### config.mk
export PLATFORM = sky130hd
export DESIGN_NAME = knn_select
export DESIGN_NICKNAME = d
export VERILOG_FILES = /design/src/rtl/knn_select.sv
export SDC_FILE = /design/constraint.sdc
export NUM_CORES = 1
export LEC_CHECK = 0
export ABC_CLOCK_PERIOD_IN_PS = 7200
export CAP_MARGIN = 30
export CORE_ASPECT_RATIO = 0.5
export CORE_MARGIN = 2
export CORE_UTILIZATION = 59
export CTS_CLUSTER_DIAMETER = 150
export DETAILED_ROUTE_END_ITERATION = 10
export PLACE_DENSITY_LB_ADDON = 0.05
export SLEW_MARGIN = 40
export SYNTH_ARGS = -nofsm -noshare
export SYNTH_HDL_FRONTEND = slang
export SYNTH_SLANG_ARGS = --single-unit
### constraint.sdc
create_clock -name clk -period 7.2 [get_ports clk]
set_input_delay 2.16 -clock clk [delete_from_list [all_inputs] [get_ports clk]]
set_output_delay 2.16 -clock clk [all_outputs]
set_load 0.05 [all_outputs]
### src/rtl/knn_select.sv
// Streaming top-K selector: keeps the K nearest (distance, label) pairs of a batch
// in a sorted register list, then drains them nearest-first over a valid/ready stream.
module knn_select #(
  parameter  int unsigned DATA_W  = 16,
  parameter  int unsigned K       = 4,
  parameter  int unsigned LABEL_W = 8,
  localparam int unsigned DIST_W  = 2 * DATA_W,
  localparam int unsigned IDX_W   = (K > 1) ? $clog2(K) : 1
) (
  input  logic               clk,
  input  logic               rst,
  input  logic               in_valid,
  output logic               in_ready,
  input  logic [DIST_W-1:0]  in_dist,
  input  logic [LABEL_W-1:0] in_label,
  input  logic               in_last,
  output logic               out_valid,
  input  logic               out_ready,
  output logic [DIST_W-1:0]  out_dist,
  output logic [LABEL_W-1:0] out_label,
  output logic [IDX_W-1:0]   out_idx,
  output logic               out_last
);

  localparam int unsigned CNT_W = $clog2(K + 1);

  typedef enum logic {
    S_FILL  = 1'b0,
    S_DRAIN = 1'b1
  } state_e;

  state_e             state_q, state_d;
  logic               valid_q [K];
  logic               valid_d [K];
  logic [DIST_W-1:0]  dist_q  [K];
  logic [DIST_W-1:0]  dist_d  [K];
  logic [LABEL_W-1:0] label_q [K];
  logic [LABEL_W-1:0] label_d [K];
  logic [CNT_W-1:0]   cnt_q, cnt_d;
  logic [IDX_W-1:0]   idx_q, idx_d;
  logic [CNT_W-1:0]   pos;

  // Outputs are decoded purely from registered state
  assign in_ready  = (state_q == S_FILL);
  assign out_valid = (state_q == S_DRAIN);
  assign out_idx   = idx_q;
  assign out_dist  = out_valid ? dist_q[idx_q]  : '0;
  assign out_label = out_valid ? label_q[idx_q] : '0;
  assign out_last  = out_valid && (CNT_W'(idx_q) == (cnt_q - CNT_W'(1)));

  always_ff @(posedge clk) begin
    if (!rst) begin
      state_q <= S_FILL;
      cnt_q   <= '0;
      idx_q   <= '0;
      for (int i = 0; i < K; i++) begin
        valid_q[i] <= 1'b0;
        dist_q[i]  <= '0;
        label_q[i] <= '0;
      end
    end else begin
      state_q <= state_d;
      cnt_q   <= cnt_d;
      idx_q   <= idx_d;
      for (int i = 0; i < K; i++) begin
        valid_q[i] <= valid_d[i];
        dist_q[i]  <= dist_d[i];
        label_q[i] <= label_d[i];
      end
    end
  end

  always_comb begin
    state_d = state_q;
    cnt_d   = cnt_q;
    idx_d   = idx_q;
    valid_d = valid_q;
    dist_d  = dist_q;
    label_d = label_q;
    pos     = '0;

    // Slots are sorted and contiguous, so the <= matches form a prefix; count it
    for (int i = 0; i < K; i++) begin
      if (valid_q[i] && (dist_q[i] <= in_dist)) begin
        pos = pos + CNT_W'(1);
      end
    end

    case (state_q)
      S_FILL: begin
        if (in_valid) begin
          if (pos < CNT_W'(K)) begin
            for (int i = 1; i < K; i++) begin
              if (CNT_W'(i) > pos) begin
                valid_d[i] = valid_q[i-1];
                dist_d[i]  = dist_q[i-1];
                label_d[i] = label_q[i-1];
              end
            end
            for (int i = 0; i < K; i++) begin
              if (CNT_W'(i) == pos) begin
                valid_d[i] = 1'b1;
                dist_d[i]  = in_dist;
                label_d[i] = in_label;
              end
            end
          end
          if (cnt_q != CNT_W'(K)) begin
            cnt_d = cnt_q + CNT_W'(1);
          end
          if (in_last) begin
            state_d = S_DRAIN;
          end
        end
      end
      S_DRAIN: begin
        if (out_ready) begin
          if (out_last) begin
            state_d = S_FILL;
            cnt_d   = '0;
            idx_d   = '0;
            for (int i = 0; i < K; i++) begin
              valid_d[i] = 1'b0;
              dist_d[i]  = '0;
              label_d[i] = '0;
            end
          end else begin
            idx_d = idx_q + IDX_W'(1);
          end
        end
      end
      default: state_d = S_FILL;
    endcase
  end

endmodule

# After elaboration in Yosys (flattened, before gate mapping)
# Cells that the tools add are included.
# totals
regBits	170
input_bits	45
output_inout_bits	45
word_cells	117
# op_classes
n_addsub	6
n_lt_le_gt_ge	9
eq_ne	14
n_mux	59
bitwise	2
n_reduce_logical	12
# op_table
operator	count
two-way mux 128 bit	4
two-way mux 32 bit	14
one-hot mux 128 bit (2 select lines)	1
less-or-equal comparator 32 bit	4
two-way mux 8 bit	10
binary-select mux 32 bit (select 2 bit)	1
one-hot mux 32 bit (2 select lines)	1
two-way mux 3 bit	7
AND reduction 5 bit	4
binary-select mux 8 bit (select 2 bit)	1
two-way mux 4 bit	4
adder 3 x 1 -> 3 bit (second input constant)	4
two-way mux 1 bit	12
inequality test 3 x 1 -> 1 bit (second input constant)	3
one-hot mux 4 bit (2 select lines)	1
equality test 2 x 3 -> 1 bit (first input constant)	2
greater-than comparator 2 x 3 -> 1 bit (first input constant)	2
inequality test 2 x 1 -> 1 bit (second input constant)	3
inequality test 2 bit (second input constant)	3
one-hot mux 3 bit (2 select lines)	1
logical AND 1 bit	5
AND reduction 4 bit	1
equality test 1 x 3 -> 1 bit (first input constant)	1
equality test 2 x 3 -> 1 bit	1
12 further kinds	12

# Logic depth before layout (Yosys ltp)
# Gate-level depths: netlist of run 1.
# logic_depth
depth_word	15
depth_mapped	26

# Worst setup path before layout of run 1
# OpenSTA, ideal clock, no wires.
# synth_path
kind	in2reg
start	input in_dist[1]
end	register dist_q[86] (netlist bit)
setup_ps	59
arrival_ps	6227
slack_ps	914
cell_stages	25
path_buffers	2
cell_sequence	inv_1 ha_1 nor2b_1 o21a_1 o21a_1 o21a_1 o21a_1 o21a_1 o21ai_0 o2111ai_1 a21oi_1 a31o_2 ha_1 inv_1 nand3_1 and2_4 inv_2 ha_1 clkbuf_1 nand2_1 xnor2_1 nand3_1 a21oi_4 buf_6 a221o_1
# synth_between
elab_chain_len	14
word_cells_on_any_way	25
cone_classes	add/sub (3); order compare (6); eq/ne (3); mux (8); reduce/logical (5)
# synth_lines
element	line_no	rtl
from (decl)	14	input logic [DIST_W-1:0] in_dist,
less-or-equal comparator 32 bit	84	if (valid_q[i] && (dist_q[i] <= in_dist)) begin
logical AND 1 bit	84	
two-way mux 1 bit	84	
adder 3 x 1 -> 3 bit	85	pos = pos + CNT_W'(1);
two-way mux 3 bit	84	
adder 3 x 1 -> 3 bit	85	
two-way mux 3 bit	84	
adder 3 x 1 -> 3 bit	85	
two-way mux 3 bit (*)	84	
equality test 1 x 3 -> 1 bit	101	if (CNT_W'(i) == pos) begin
two-way mux 32 bit	101	
two-way mux 128 bit	92	if (pos < CNT_W'(K)) begin
two-way mux 128 bit	91	if (in_valid) begin
one-hot mux 128 bit (2 select lines)	89	case (state_q)
to (signal, indexed assignment)	67	dist_q[i] <= dist_d[i];
to (decl)	35	logic [DIST_W-1:0] dist_q [K];
# Every way passes the cells marked *; elsewhere a longest branch is shown, timed or not. The select of a mux whose other input is x is not followed.
# A chain may end at the register's enable or synchronous reset.

# Final worst setup path of run 1
# layout_path
start	input in_dist[1]
end	register dist_q[54] (netlist bit)
# layout_between
elab_chain_len	14
word_cells_on_any_way	25
cone_classes	add/sub (3); order compare (6); eq/ne (3); mux (8); reduce/logical (5)
# layout_lines
element	line_no
less-or-equal comparator 32 bit	84
logical AND 1 bit	84
two-way mux 1 bit	84
adder 3 x 1 -> 3 bit	85
two-way mux 3 bit	84
adder 3 x 1 -> 3 bit	85
two-way mux 3 bit	84
adder 3 x 1 -> 3 bit	85
two-way mux 3 bit (*)	84
equality test 2 x 3 -> 1 bit	101
two-way mux 32 bit	101
two-way mux 128 bit	92
two-way mux 128 bit	91
one-hot mux 128 bit (2 select lines)	89
# Marks and branches as above.

==> results.sh, run 1 <==
export IMPL_outcome="completed"
export IMPL_cts_setup_buffers=0
export IMPL_cts_resized_gates=0
export IMPL_die_x_um=197
export IMPL_synth_top_area_cell="dfxtp_1"
export IMPL_syn_inst=1066
export IMPL_drt_iter0_markers=677
export IMPL_max_slew_margin=0.578
export IMPL_synth_compound_area_share=0.212
export IMPL_synth_simple_gate_area_share=0.116
export IMPL_rsz0062_at_grt="no"
export IMPL_clock_fmax_mhz=145
export IMPL_finalWirelength_um=33100
export IMPL_synth_ff_type="dfxtp_1"
export IMPL_grt_pass1_wl_um=52800
export IMPL_track_usage=0.345
export IMPL_dr_pass1_iters=5
export IMPL_fin_util=0.720
export IMPL_finalClockSkew_ps=12.9
export IMPL_ios=90
export IMPL_htreeDepth=4
export IMPL_reg2reg_slack_ps=2310
export IMPL_syn_to_final_growth_pct=20.0
export IMPL_synth_seq_cells=170
export IMPL_cts_root_buf="clkbuf_16"
export IMPL_cts_buffers=17
export IMPL_synth_top_family_by_area="compound AO/OA/AOI/OAI gates"
export IMPL_antenna_found_initial=1
export IMPL_synth_cell_types=57
export IMPL_rows=35
export IMPL_p_per_area_mw_per_mm2=326
export IMPL_start_kind="primary input"
export IMPL_ctsHoldBuffers=0
export IMPL_die_h_um=101
export IMPL_dpl_cell_area_mm2=0.0125
export IMPL_dp_hpwl_um=22500
export IMPL_hold_violations=0
export IMPL_synth_top_cell_area_share=0.309
export IMPL_ys_async_sr_fraction=0
export IMPL_cts_tree="done"
export IMPL_required_ps=7530
export IMPL_grt_overflow_total=0
export IMPL_slew_violations=0
export IMPL_ys_top_cells_by_area="dfxtp_1, ha_1, mux4_2"
export IMPL_synth_avg_cell_area_um2=10.3
export IMPL_hold_path_class="reg2reg"
export IMPL_synth_edf_count=0
export IMPL_synth_xor_xnor_area_share=0.00716
export IMPL_muxShareOfSynthArea=0.157
export IMPL_vias_per_cell=6.76
export IMPL_final_nets=1344
export IMPL_die_area_mm2=0.0198
export IMPL_start_util=0.600
export IMPL_syn_num_nets=1246
export IMPL_synth_fa_ha_area_frac=0.153
export IMPL_antenna_cells=0
export IMPL_worstSkewPairLatency_ps=450
export IMPL_grt_pass1_vias=9487
export IMPL_clock_sinks=170
export IMPL_clkTransAtPathRegs_ps=60
export IMPL_fin_crit_sh=0.956
export IMPL_layout_commonest_cell="dfxtp_1"
export IMPL_grt_max_degree=44
export IMPL_synth_area_mm2=0.0110
export IMPL_drc_errors=0
export IMPL_final_cell_mix="dfxtp_1, ha_1, clkdlybuf4s50_1"
export IMPL_peakVddDrop_v=0.000255
export IMPL_period_needed_ps=6880
export IMPL_worst_pin_slew_ps=633
export IMPL_ys_seq_area_frac=0.309
export IMPL_p_leak_nw=5.75
export IMPL_drive_gt1_frac=0.126
export IMPL_port_buffers=89
export IMPL_vias=9573
export IMPL_clockBufferDepth=2
export IMPL_drv_cap=0
export IMPL_finalSetupTns_ps=0
export IMPL_ant_nets=0
export IMPL_setup_viol=0
export IMPL_core_mm2=0.0183
export IMPL_crit_path_max_fanout=23
export IMPL_post_drt_wl_per_cell_um=23.4
export IMPL_design_area_mm2=0.0132
export IMPL_endpoint_kind="flop"
export IMPL_critical_path_class="in2reg"
export IMPL_finalWeightedCongestion=0.987
export IMPL_ys_warn_count=0
export IMPL_crit_arrival_ps=7210
state kept, by name, indices dropped and copies added (netlist names):
| register | count |
|---|---|
| label_q | 32 |
| cnt_q | 3 |
| dist_q | 128 |
| out_idx | 2 |
| valid_q | 4 |
| out_valid | 1 |
worst paths after layout:
kind / depth (start not counted) / to / startpoint
worst min-delay path: 1 / label_q[7] / label_q[7]
worst max register to register: 24 / dist_q[54] / dist_q[97]
worst min register to register: 1 / label_q[7] / label_q[7]
worst max-delay path: 26 / dist_q[54] / in_dist[1]
Yosys cell counts (all sizes together), types with 2 or more instances:
library cell and instances:
nor2b 11, a22o 40, or4 3, a221o 42, buf 29, o2bb2ai 82
dfxtp 170, nand4 28, o21a 14, and3 42, or3 4, nor3 7
ha 135, xor2 2, o211ai 6, a31oi 3, xnor2 7, clkbuf 37
mux2i 82, and4 3, nand2 32, a211oi 5, a2bb2oi 2, and2 43
inv 44, nand3 14, a21o 18, nor4 2, nand3b 3, nand2b 8
a211o 2, o21ai 20, nor2 21, mux4 40, a21oi 50, a221oi 2
through the flow:
step                power [mW]  setup slack (ps)  hold slack (ps)  cells
floorplan                 2.54               914              427   1066
global placement          3.20              3.35              446   1384
detailed placement        3.23             -29.5              450   1385
CTS                       4.27               399              466   1417
global route              4.51              3.83              491   1417
finish                    4.30               319              471   1417
per-layer routing:
metal / wire, um / track usage
met1: 15400 / 0.496
met2: 14400 / 0.534
met3: 2720 / 0.0652
met4: 546 / 0.0954
met5: 0 / 0
worst max-delay path, stage by stage:
cell and delay [ps]:
clkdlybuf4s50_1 510, inv_1 90, ha_1 320, nor2b_1 140
o21a_1 170, o21a_1 160, o21a_1 170, o21a_1 160
o21a_1 160, o21ai_0 310, o2111ai_1 180, a21oi_1 200
a31o_2 150, ha_1 250, buf_4 160, o21ai_2 70
and2_4 170, inv_2 30, ha_1 290, buf_4 170
or3_1 300, a31oi_1 230, buf_4 180, o22ai_4 100
buf_12 210, o2bb2ai_1 140
logic make-up after synthesis:
family          count (synthesis)
compound gates                295
xor+xnor                        9
fa+ha+maj                     135
buf+inv                       110
flops                         170
mux                           123
simple gates                  224
where the power goes:
part           internal [mW]  switching (mW)
logic                  0.863            1.03
registers               1.15           0.236
clock network          0.609           0.422
total                   2.62            1.68
layout make-up:
class / instances / area [um2]
Sequential cell: 170 / 3410
Clock inverter: 14 / 205
Timing Repair Buffer: 145 / 1480
Inverter: 44 / 165
Tap cell: 240 / 300
Clock buffer: 18 / 450
Fill cell: 1353 / 5140
Multi-Input combinational cell: 786 / 7190
Power figures use the tool's default switching activity.
==> run 2: changes to the inputs <==
--- a/config.mk
+++ b/config.mk
@@ -8,10 +8,10 @@
 export ABC_CLOCK_PERIOD_IN_PS = 7200
 export CAP_MARGIN = 30
 export CORE_ASPECT_RATIO = 0.5
-export CORE_MARGIN = 2
 export CORE_UTILIZATION = 59
 export CTS_CLUSTER_DIAMETER = 150
 export DETAILED_ROUTE_END_ITERATION = 10
+export GPL_TIMING_DRIVEN = 0
 export PLACE_DENSITY_LB_ADDON = 0.05
 export SLEW_MARGIN = 40
 export SYNTH_ARGS = -nofsm -noshare
==> run 2 against run 1 <==
Compared with the run above:
- final cell count grew 0.92%
- clock power shrank 4%
- non-clock buffer count grew 19
- total power shrank 1.8%
- flip-flop and latch count is the same
- largest power group unchanged
- critical endpoint is now dist_q[73]
- global-route usage grew 2.0 points
- clock skew shrank 2.8 ps
- cell area shrank 0.82%
==> results.sh, run 2 (same netlist as run 1, synthesis figures left out) <==
export IMPL_setup_viol=0
export IMPL_drv_cap=0
export IMPL_drt_iter0_markers=1012
export IMPL_max_slew_margin=0.490
export IMPL_clock_sinks=170
export IMPL_clock_fmax_mhz=143
export IMPL_dp_slack_ps=-940
export IMPL_htreeDepth=4
export IMPL_ios=90
export IMPL_outcome="completed"
export IMPL_die_h_um=98.6
export IMPL_reg_top3="dist_q x128, label_q x32, valid_q x4"
export IMPL_final_cell_mix="dfxtp_1, ha_1, clkdlybuf4s50_1"
export IMPL_slew_violations=0
export IMPL_finalClockSkew_ps=10.1
export IMPL_ant_nets=0
export IMPL_critical_path_class="in2reg"
export IMPL_dr_pass1_iters=5
export IMPL_fin_crit_sh=0.973
export IMPL_rows=34
export IMPL_grt_overflow_total=0
export IMPL_layout_commonest_cell="dfxtp_1"
export IMPL_p_leak_nw=5.75
export IMPL_cpLargestDelayFamily="compound AO/OA/AOI/OAI gates"
export IMPL_cpMostUsedCell="a221o_1"
export IMPL_vias=9757
export IMPL_syn_to_final_growth_pct=19.0
export IMPL_port_buffers=89
export IMPL_grt_pass1_wl_um=53600
export IMPL_finalWirelength_um=34900
export IMPL_vias_per_cell=6.82
export IMPL_whs_ps=465
export IMPL_clockBufferDepth=2
export IMPL_hold_violations=0
export IMPL_antenna_found_initial=0
export IMPL_regMostFlops="dist_q"
export IMPL_setup_slack_ps=197
export IMPL_required_ps=7590
export IMPL_grt_pass1_vias=9463
export IMPL_ff_latch_area_mm2=0.00340
export IMPL_period_needed_ps=7000
export IMPL_die_x_um=195
export IMPL_finalWeightedCongestion=0.993
export IMPL_drc_errors=0
export IMPL_cts_buffers=17
export IMPL_crit_path_max_fanout=10
export IMPL_cts_root_buf="clkbuf_16"
export IMPL_grt_max_degree=17
export IMPL_worst_pin_slew_ps=765
export IMPL_hold_path_class="reg2reg"
export IMPL_crit_buf_inv=5
export IMPL_start_util=0.617
export IMPL_cts_tree="done"
export IMPL_n_fill_cell=1336
export IMPL_critical_path_max_stage_delay_ps=590
export IMPL_die_area_mm2=0.0192
export IMPL_p_per_area_mw_per_mm2=323
export IMPL_start_kind="primary input"
export IMPL_endpoint_kind="flop"
export IMPL_drive_gt1_frac=0.126
export IMPL_antenna_cells=0
export IMPL_core_mm2=0.0178
export IMPL_multi_input_area_mm2=0.00721
export IMPL_crit_arrival_ps=7390
export IMPL_ctsHoldBuffers=0
export IMPL_peakVddDrop_v=0.000233
export IMPL_largest_register_ffs=128
export IMPL_dp_hpwl_um=24900
export IMPL_track_usage=0.366
export IMPL_worstSkewPairLatency_ps=460
export IMPL_clkTransAtPathRegs_ps=70
export IMPL_crit_chain="clkdlybuf4s50_1 > inv_1 > ha_1 > and4_1 > a21oi_1 > nand2_1 > a221o_1 > a221o_1 > a211o_1 > nand2_1 > ha_2 > inv_1 > nand3_1 > and2_4 > inv_2 > ha_1 > nor2b_1 > nand3b_1 > a211oi_4 > buf_6 > and3_1 > a221o_1"
export IMPL_final_nets=1363
export IMPL_post_drt_wl_per_cell_um=24.4
export IMPL_critPathSlowestCell="clkdlybuf4s50_1"
## run 2: changes by cell type in the layout (fill, tap and decap cells not counted), sizes merged
cell	delta
dlymetal6s2s	+5
clkinvlp	-2
clkdlybuf4s50	-5
bufinv	-1
inv	-4
buf	-11
clkinv	+5
clkbuf	+32
## run 2: area by class of cell
type | count | area share
Clock inverter | 12 | 0.0127
Sequential cell | 170 | 0.260
Tap cell | 234 | 0.0224
Clock buffer | 20 | 0.0349
Timing Repair Buffer | 98 | 0.0739
Multi-Input combinational cell | 786 | 0.550
Inverter | 44 | 0.0126
Buffer | 66 | 0.0332
## run 2: power by group
| part | switching [mW] | total [mW] | internal (mW) |
|---|---|---|---|
| combinational | 1.05 | 1.85 | 0.797 |
| clock | 0.421 | 0.989 | 0.569 |
| sequential | 0.239 | 1.39 | 1.15 |
| total | 1.71 | 4.23 | 2.51 |
## run 2: worst register-to-register path, cell delays in order, from the launching register on
cell	delay (ps)
dfxtp_1	340
ha_1	310
a21o_1	160
a21o_1	180
a21oi_1	150
nor2b_1	60
o21ai_0	160
nand2b_1	90
a21o_1	180
a221o_1	430
a211o_1	290
nand2_1	100
ha_2	320
inv_1	120
nand3_1	100
and2_4	210
inv_2	90
ha_1	310
nor2b_1	190
nand3b_1	210
a211oi_4	430
buf_6	220
and3_1	220
a221o_1	150
## run 2: through the flow
step	cells	power, mW	instance area (um2)	util	setup TNS, ps
after floorplan	1066	2.54	11000	-	0
after global placement	1389	3.06	12200	0.684	-123960
after detailed placement	1389	3.10	12200	0.684	-119630
after CTS	1423	4.10	12900	0.722	0
after global routing	1430	4.41	13100	0.735	-65.0
final	1430	4.23	13100	0.735	0
## run 2: repair_timing
action | CTS | global route
pin swaps | 0 | 7
cloned | 0 | 1
resized for setup | 17 | 83
buffers inserted | 2 | 6
endpoints found under the setup margin | 163 | 164
## run 2: worst paths after layout
kind / start / to / slack (ps) / depth (start not counted)
max: in_dist[19] / dist_q[73] / 200 / 22
min: label_q[5] / label_q[5] / 470 / 1
max reg2reg: dist_q[89] / dist_q[73] / 2150 / 23
min reg2reg: label_q[5] / label_q[5] / 470 / 1
## run 2: metal layers
layer  global-route usage  share of wire
met1                0.519           0.45
met2                0.537           0.42
met3                0.101           0.11
met4                0.116          0.018
met5                    0              0
